`src/rtl/seg_scan_ctrl.sv`:
```
// Avalon-MM 7-segment scan controller: per-digit pattern registers, one-hot digit walk with blanking gaps.
// Optional SEG_SCAN_DECODE_EN: digit regs hold {dp, hex nibble} and are decoded to segments at slot entry.
module seg_scan_ctrl #(
  parameter int NUM_DIGITS    = 3,
  parameter int PRESCALE      = 50000,
  parameter int BLANK_CYCLES  = 16,
  parameter int EN_ACTIVE_LOW = 1
) (
  input  logic                  clk,
  input  logic                  reset_n,
  input  logic [1:0]            address,
  input  logic                  chipselect,
  input  logic                  write_n,
  input  logic [31:0]           writedata,
  output logic [31:0]           readdata,
  output logic [NUM_DIGITS-1:0] seg_en,
  output logic [7:0]            seg_data
);

`ifdef SEG_SCAN_DECODE_EN
  localparam int DW = 5;
`else
  localparam int DW = 8;
`endif

  localparam int CMAX = (PRESCALE > BLANK_CYCLES) ? PRESCALE : BLANK_CYCLES;
  localparam int CW   = $clog2(CMAX + 1);
  localparam logic [CW-1:0] PRE_LD = CW'(PRESCALE - 1);
  localparam logic [CW-1:0] BLK_LD = CW'(BLANK_CYCLES - 1);
  localparam logic [NUM_DIGITS-1:0] EN_OFF = {NUM_DIGITS{EN_ACTIVE_LOW != 0}};
  localparam logic [1:0] IDX_LAST = 2'(NUM_DIGITS - 1);

  typedef enum logic [1:0] {S_IDLE, S_BLANK, S_ON} state_t;

  state_t                state_q, state_d;
  logic [DW-1:0]         digit_q [NUM_DIGITS];
  logic                  run_q;
  logic [2:0]            mask_q;
  logic [1:0]            idx_q, idx_d;
  logic [CW-1:0]         cnt_q, cnt_d;
  logic [NUM_DIGITS-1:0] en_q, en_d;
  logic [7:0]            seg_q, seg_d;

  logic                  wr;
  logic [DW-1:0]         cur_digit;
  logic [NUM_DIGITS-1:0] onehot;
  logic [NUM_DIGITS-1:0] en_lit;
  logic                  unused_wdata;

  assign wr           = chipselect && !write_n;
  assign unused_wdata = ^writedata[31:DW];

  function automatic logic [6:0] hex7seg(input logic [3:0] n);
    logic [6:0] s;
    case (n)
      4'h0: s = 7'h3F;  4'h1: s = 7'h06;  4'h2: s = 7'h5B;  4'h3: s = 7'h4F;
      4'h4: s = 7'h66;  4'h5: s = 7'h6D;  4'h6: s = 7'h7D;  4'h7: s = 7'h07;
      4'h8: s = 7'h7F;  4'h9: s = 7'h6F;  4'hA: s = 7'h77;  4'hB: s = 7'h7C;
      4'hC: s = 7'h39;  4'hD: s = 7'h5E;  4'hE: s = 7'h79;  default: s = 7'h71;
    endcase
    return s;
  endfunction

  function automatic logic [7:0] seg_pattern(input logic [DW-1:0] d);
`ifdef SEG_SCAN_DECODE_EN
    return {d[4], hex7seg(d[3:0])};
`else
    return d;
`endif
  endfunction

  // Register file: writes to digit addresses beyond NUM_DIGITS fall through untouched.
  always_ff @(posedge clk or negedge reset_n) begin
    if (!reset_n) begin
      for (int i = 0; i < NUM_DIGITS; i++) digit_q[i] <= '0;
      run_q  <= 1'b0;
      mask_q <= 3'b000;
    end else if (wr) begin
      for (int i = 0; i < NUM_DIGITS; i++)
        if (address == 2'(i)) digit_q[i] <= writedata[DW-1:0];
      if (address == 2'd3) begin
        run_q  <= writedata[0];
        mask_q <= writedata[3:1];
      end
    end
  end

  always_comb begin
    readdata = 32'h0;
    if (address == 2'd3) begin
      readdata = {26'h0, idx_q, mask_q, run_q};
    end else begin
      for (int i = 0; i < NUM_DIGITS; i++)
        if (address == 2'(i)) readdata = 32'(digit_q[i]);
    end
  end

  always_comb begin
    cur_digit = '0;
    for (int i = 0; i < NUM_DIGITS; i++)
      if (idx_q == 2'(i)) cur_digit = digit_q[i];
  end

  assign onehot = NUM_DIGITS'(1) << idx_q;
  assign en_lit = (EN_ACTIVE_LOW != 0) ? ~onehot : onehot;

  // state   | meaning
  // S_IDLE  | scan stopped, all enables off, idx parked at 0
  // S_BLANK | inter-digit gap, enables off, down-counting BLANK_CYCLES
  // S_ON    | digit idx lit (unless masked), down-counting PRESCALE
  always_comb begin
    state_d = state_q;
    idx_d   = idx_q;
    cnt_d   = cnt_q;
    en_d    = en_q;
    seg_d   = seg_q;
    case (state_q)
      S_IDLE: begin
        en_d  = EN_OFF;
        idx_d = 2'd0;
        if (run_q) begin
          state_d = S_BLANK;
          cnt_d   = BLK_LD;
        end
      end
      S_BLANK: begin
        if (!run_q) begin
          state_d = S_IDLE;
          idx_d   = 2'd0;
          cnt_d   = '0;
          en_d    = EN_OFF;
        end else if (cnt_q == '0) begin
          state_d = S_ON;
          cnt_d   = PRE_LD;
          seg_d   = seg_pattern(cur_digit);
          en_d    = mask_q[idx_q] ? en_lit : EN_OFF;
        end else begin
          cnt_d = cnt_q - 1'b1;
        end
      end
      S_ON: begin
        if (!run_q) begin
          state_d = S_IDLE;
          idx_d   = 2'd0;
          cnt_d   = '0;
          en_d    = EN_OFF;
        end else if (cnt_q == '0) begin
          state_d = S_BLANK;
          cnt_d   = BLK_LD;
          en_d    = EN_OFF;
          idx_d   = (idx_q == IDX_LAST) ? 2'd0 : idx_q + 2'd1;
        end else begin
          cnt_d = cnt_q - 1'b1;
        end
      end
      default: begin
        state_d = S_IDLE;
        en_d    = EN_OFF;
        idx_d   = 2'd0;
        cnt_d   = '0;
      end
    endcase
  end

  always_ff @(posedge clk or negedge reset_n) begin
    if (!reset_n) begin
      state_q <= S_IDLE;
      idx_q   <= 2'd0;
      cnt_q   <= '0;
      en_q    <= EN_OFF;
      seg_q   <= 8'h00;
    end else begin
      state_q <= state_d;
      idx_q   <= idx_d;
      cnt_q   <= cnt_d;
      en_q    <= en_d;
      seg_q   <= seg_d;
    end
  end

  assign seg_en   = en_q;
  assign seg_data = seg_q;

endmodule

```
`config.mk`:
```
export PLATFORM = sky130hd
export DESIGN_NAME = seg_scan_ctrl
export DESIGN_NICKNAME = d
export VERILOG_FILES = /design/src/rtl/seg_scan_ctrl.sv
export SDC_FILE = /design/constraint.sdc
export NUM_CORES = 1
export LEC_CHECK = 0
export ABC_CLOCK_PERIOD_IN_PS = 2200
export BUFFER_PORTS_ARGS = -buffer_cell sky130_fd_sc_hd__buf_2
export CAP_MARGIN = 20
export CORE_UTILIZATION = 54
export CTS_CLUSTER_DIAMETER = 40
export DETAILED_ROUTE_END_ITERATION = 10
export PLACE_DENSITY = 0.91
export SLEW_MARGIN = 10
export SYNTH_ARGS = -nofsm -noshare
export SYNTH_HDL_FRONTEND = slang
export SYNTH_SLANG_ARGS = --single-unit
```
`constraint.sdc`:
```
create_clock -name clk -period 2.2 [get_ports clk]
set_input_delay 0.44 -clock clk [delete_from_list [all_inputs] [get_ports clk]]
set_output_delay 0.44 -clock clk [all_outputs]
set_load 0.03 [all_outputs]
```
Word level (Yosys, flattened, before mapping)
Cells that the tools add are included.

Output and inout port bits: 43. Logic and storage cells: 72. Register bits: 59.

Shifts and indexed selects: 1. Bitwise logic cells: 1. Muxes and demuxes: 32. Add/subtract/negate cells: 2. Equal/unequal tests: 11. Order comparisons: 1. Reductions and logical operators: 14.

Operators by type and width (count): $mux W32 (3); $mux W16 (5); $pmux W16 S3 (1); $mux W8 (4); $mux W2 (9); $logic_not A16 Y1 (1); $sub A16 B1 Y16 const B (1); $mux W3 (5); $reduce_and A2 Y1 (6); $eq A2 B2 Y1 const B (4); $eq A2 B1 Y1 const B (3); $logic_not A2 Y1 (3); $ne A3 B3 Y1 const B (2); $pmux W2 S3 (1); $pmux W3 S2 (1); $reduce_and A3 Y1 (2); $ne A2 B2 Y1 const B (2); $pmux W2 S2 (1); $lt A2 B3 Y1 const B (1); $not A3 Y3 (1); $shl A1 B2 Y3 const A (1); $add A2 B1 Y2 const B (1); $bmux W1 S2 (1); $logic_and A1 B1 Y1 (1); other kinds (2) (2).

Logic depth before layout (Yosys ltp)
Word-level depth: 6. Gate-level depth with buffers: 9. Gate-level depth less buffers: 7.

Worst setup path after synthesis
No wires, ideal clock.

Kind: reg2reg. Start: register cnt_q[0]. End: register cnt_q[14]. Path slack: 0.244 ns. Arrival: 1.834 ns. Buffers on the path: 1. Stages on the path, launching flop included: 9. Cell sequence: dfrtp_1 -> inv_1 -> ha_1 -> buf_2 -> or4b_1 -> nor4_4 -> xnor2_1 -> nand2_1 -> a32o_2.

Longest elaborated chain between the ends: 4. Elaborated cells between the ends (all ways): 7.

RTL lines: start, declared (RTL line 40) `logic [CW-1:0] cnt_q, cnt_d;`; start signal, assigned (RTL line 175) `cnt_q <= cnt_d;`; $sub A16 B1 Y16 / $logic_not A16 Y1 (equally long branches); $mux W16, on equally long branches (RTL line 147, 132); $mux W16, on equally long branches (RTL line 142, 127); $pmux W16 S3 (*) (RTL line 117) `case (state_q)`.

Every way passes the cells marked *; elsewhere a longest branch is shown, timed or not. A chain may end at the register's enable or synchronous reset.

Worst setup path in the final report
Start: register cnt_q[9]. End: register seg_q[2] (netlist: seg_data[2]).

Longest elaborated chain between the ends: 2.

RTL lines: $logic_not A16 Y1 (RTL line 132) `end else if (cnt_q == '0) begin`; $reduce_and A3 Y1 (no line); end signal, assigned (RTL line 177) `seg_q <= seg_d;`; end, declared (RTL line 42) `logic [7:0] seg_q, seg_d;`.

No other way between the ends.

==> flow_metrics.tcl <==
set metrics [dict create \
    status "finished clean" \
    fill_cells 460 \
    critPathMaxFanout 9 \
    routed-wl-met2_um 3564 \
    drive_gt1_share_pct 30.42 \
    antenna_left 0 \
    fp.dieArea_um2 6521 \
    die_height_um 80.76 \
    vias_per_cell 5.695 \
    p_comb_share_pct 34.6 \
    syn_to_final_growth_pct 11.06 \
    drc_errors 0 \
    worstSetupEndpointType "flip-flop" \
    holdWs_ns 0.07504 \
    clock.fmax_ghz 0.4979 \
    cp-start-kind "flip-flop" \
    cts_num_sinks 59 \
    switching_power_mw 1.575 \
    power.density_nw_per_um2 1161 \
    muxShareOfSynthArea_pct 16.74 \
    yosys-top-cells-area "dfrtp_1, mux2_2, buf_4, mux4_2, nor2_1" \
    grt_max_degree 38 \
    seqPwrFrac_pct 37.6 \
    antenna_cells 0 \
    p_clk_share_pct 27.9 \
    synth-seq-area-share_pct 44.19 \
    yosysTopAreaCell "dfrtp_1" \
    rows 28 \
    h-tree-depth 3 \
    period_minus_slack_ns 2.009 \
    swShare_pct 36.47 \
    io_pins 81 \
    synthArstFlopShare_pct 100.0 \
    fin_area_um2 3720 \
    portBuffers 32 \
    top_layer "met4" \
    yosys.area_share.simple_pct 14.23 \
    yosys.area.top_type_share_pct 41.84 \
    peakVddDrop_uv 704.6 \
    synth_edf_count 0 \
    yosys.area_share.xor_xnor_pct 1.307 \
    synth_compound_area_share_pct 12.48 \
    gp_routability_congestion 0.7899 \
    ff2ff_path_depth 6 \
    slew_headroom_pct 54.29 \
    critPathKind "reg2reg" \
    setup_violations 0 \
    yosysMostFrequentCell "dfrtp_1" \
    rsz0062_at_grt "no" \
    hold_viol_final 0 \
    die_w_um 80.76 \
    finalCritPeriodShare_pct 91.30 \
    post_dp_cell_area_um2 3477 \
    tritoncts "built" \
    drt_iter0_drc 136 \
    worstPathArrival_ns 2.27 \
    met1Wirelength_um 2889 \
    cap_viol_max_count 0 \
    clock-root-buffer "clkbuf_8" \
    synth_cell_types 55 \
    syn_area_um2 3349 \
    grt_pass1_wl_um 11410 \
    vias 2449 \
    path_clk_slew_ns 0.07 \
    yosysWarnings 0 \
    final_util_pct 62.46 \
    power.leakage_nw 1.673 \
    yosys_most_used_dff "dfrtp_1" \
    core_area_um2 5956 \
    grt_overflow_total 0 \
    cts_buffers 9 \
    synth.avg_cell_area_um2 10.53 \
    grt_pass1_vias 2438 \
    p_int_mw 2.745 \
    synth_common_cells "dfrtp_1, nor2_1, buf_4, mux2_2, nand2_1" \
    antenna_found_initial 0 \
    clock_latency_ns 0.34 \
    ys_seq_elements 59 \
    initial_core_util_pct 56.24 \
    cts_buffer_depth 2 \
    final_nets 390 \
    worstMarginPinSlew_ns 0.6804 \
    setup_tns_ns 0 \
    synthAdderAreaFrac_pct 0.7471 \
    drt-pass1-iter-count 4 \
    wl_per_cell_um 16.21 \
    totalWireLength_um 6970 \
    synth_top_family_by_area "multiplexers" \
    cts_setup_buffers 0 \
    crit_required_ns 2.46 \
    finClkSkew_ns 0.01055 \
    slew_violations 0 \
    hold_class "in2async" \
    total_power_mw 4.320 \
    netlist_instances 318 \
    dp_hpwl_um 4749 \
    wl_met3_um 380 \
    grt.total_usage_pct 23.70 \
]
power groups by stage:
stage          combinational [mW]  sequential [mW]  clock (mW)
2_1_floorplan                1.16             1.67           0
6_report                     1.49             1.62        1.20
3_5_place_dp                 1.47             1.63           0
3_3_place_gp                 1.43             1.61           0
4_1_cts                      1.49             1.62        1.23
5_1_grt                      1.65             1.66        1.27
sequential cells by signal, indices dropped and copies added, names as in the netlist:
register  cells
digit_q      24
cnt_q        16
seg_data      8
idx_q         2
state_q       2
run_q         1
mask_q        3
seg_en        3
final cells by class:
type                    instances  area (um^2)  area share, %
flip-flops and latches         59         1480          39.79
inverters                       5        18.77         0.5045
repair buffers                 45        270.3          7.265
clock buffers                  11        141.4          3.801
well taps                      75        93.84          2.523
clock inverters                 5        100.1          2.691
multi-input cells             230         1615          43.42
per-stage QoR:
step / std cells / setup slack (ns)
3_3_place_gp: 414 / 0.2410
2_1_floorplan: 341 / 0.2445
5_1_grt: 430 / 0.04182
3_5_place_dp: 414 / 0.2292
4_1_cts: 430 / 0.1598
6_report: 430 / 0.1915
logic make-up after synthesis:
group	Yosys count
AO/OA/AOI/OAI	65
XOR/XNOR	5
adder cells (fa/ha/maj)	2
buffers and inverters	52
flip-flops	59
multiplexers	45
other	1
AND/OR/NAND/NOR	89
per-layer routing:
metal | GRT usage, % | vias to the layer above
met5 | 0 | -
met4 | 9.643 | 0
met3 | 7.303 | 18
met2 | 38.73 | 90
met1 | 29.28 | 1186
li1 | - | 1155
timing repair:
action / CTS / global route
setup endpoints to repair: 0 / 1
resized for setup: 0 / 1
hold buffers: 0 / 0
cells in the final DEF, fill, tap and decap left out, types with 6 or more instances in the layout:
cell / Yosys / routed
a21oi_1: 20 / 20
a31oi_1: 7 / 7
buf_2: 4 / 32
buf_4: 28 / 12
clkbuf_8: 0 / 10
conb_1: 1 / 24
dfrtp_1: 56 / 56
mux2_2: 28 / 28
mux2i_1: 11 / 11
mux4_2: 6 / 6
nand2_1: 22 / 22
nor2_1: 31 / 31
nor3_1: 7 / 7
o21ai_0: 13 / 13
worst max-delay path, cell delays in order (launching register included):
cell and delay, ns:
dfrtp_1 0.48, nor3_2 0.27, and4b_1 0.40, and4_1 0.37
buf_4 0.21, nor2_1 0.05, a21oi_1 0.16
final timing paths:
path | startpoint | end | slack [ns]
worst min register to register | seg_data[4] | seg_data[4] | 0.50
worst max register to register | cnt_q[9] | seg_data[2] | 0.19
worst max-delay path | cnt_q[9] | seg_data[2] | 0.19
max in group asynchronous | reset_n | seg_en[2] | 1.48
min in group clk | writedata[7] | digit_q[23] | 0.36
worst min-delay path | reset_n | digit_q[8] | 0.08
Power figures use the tool's default switching activity.
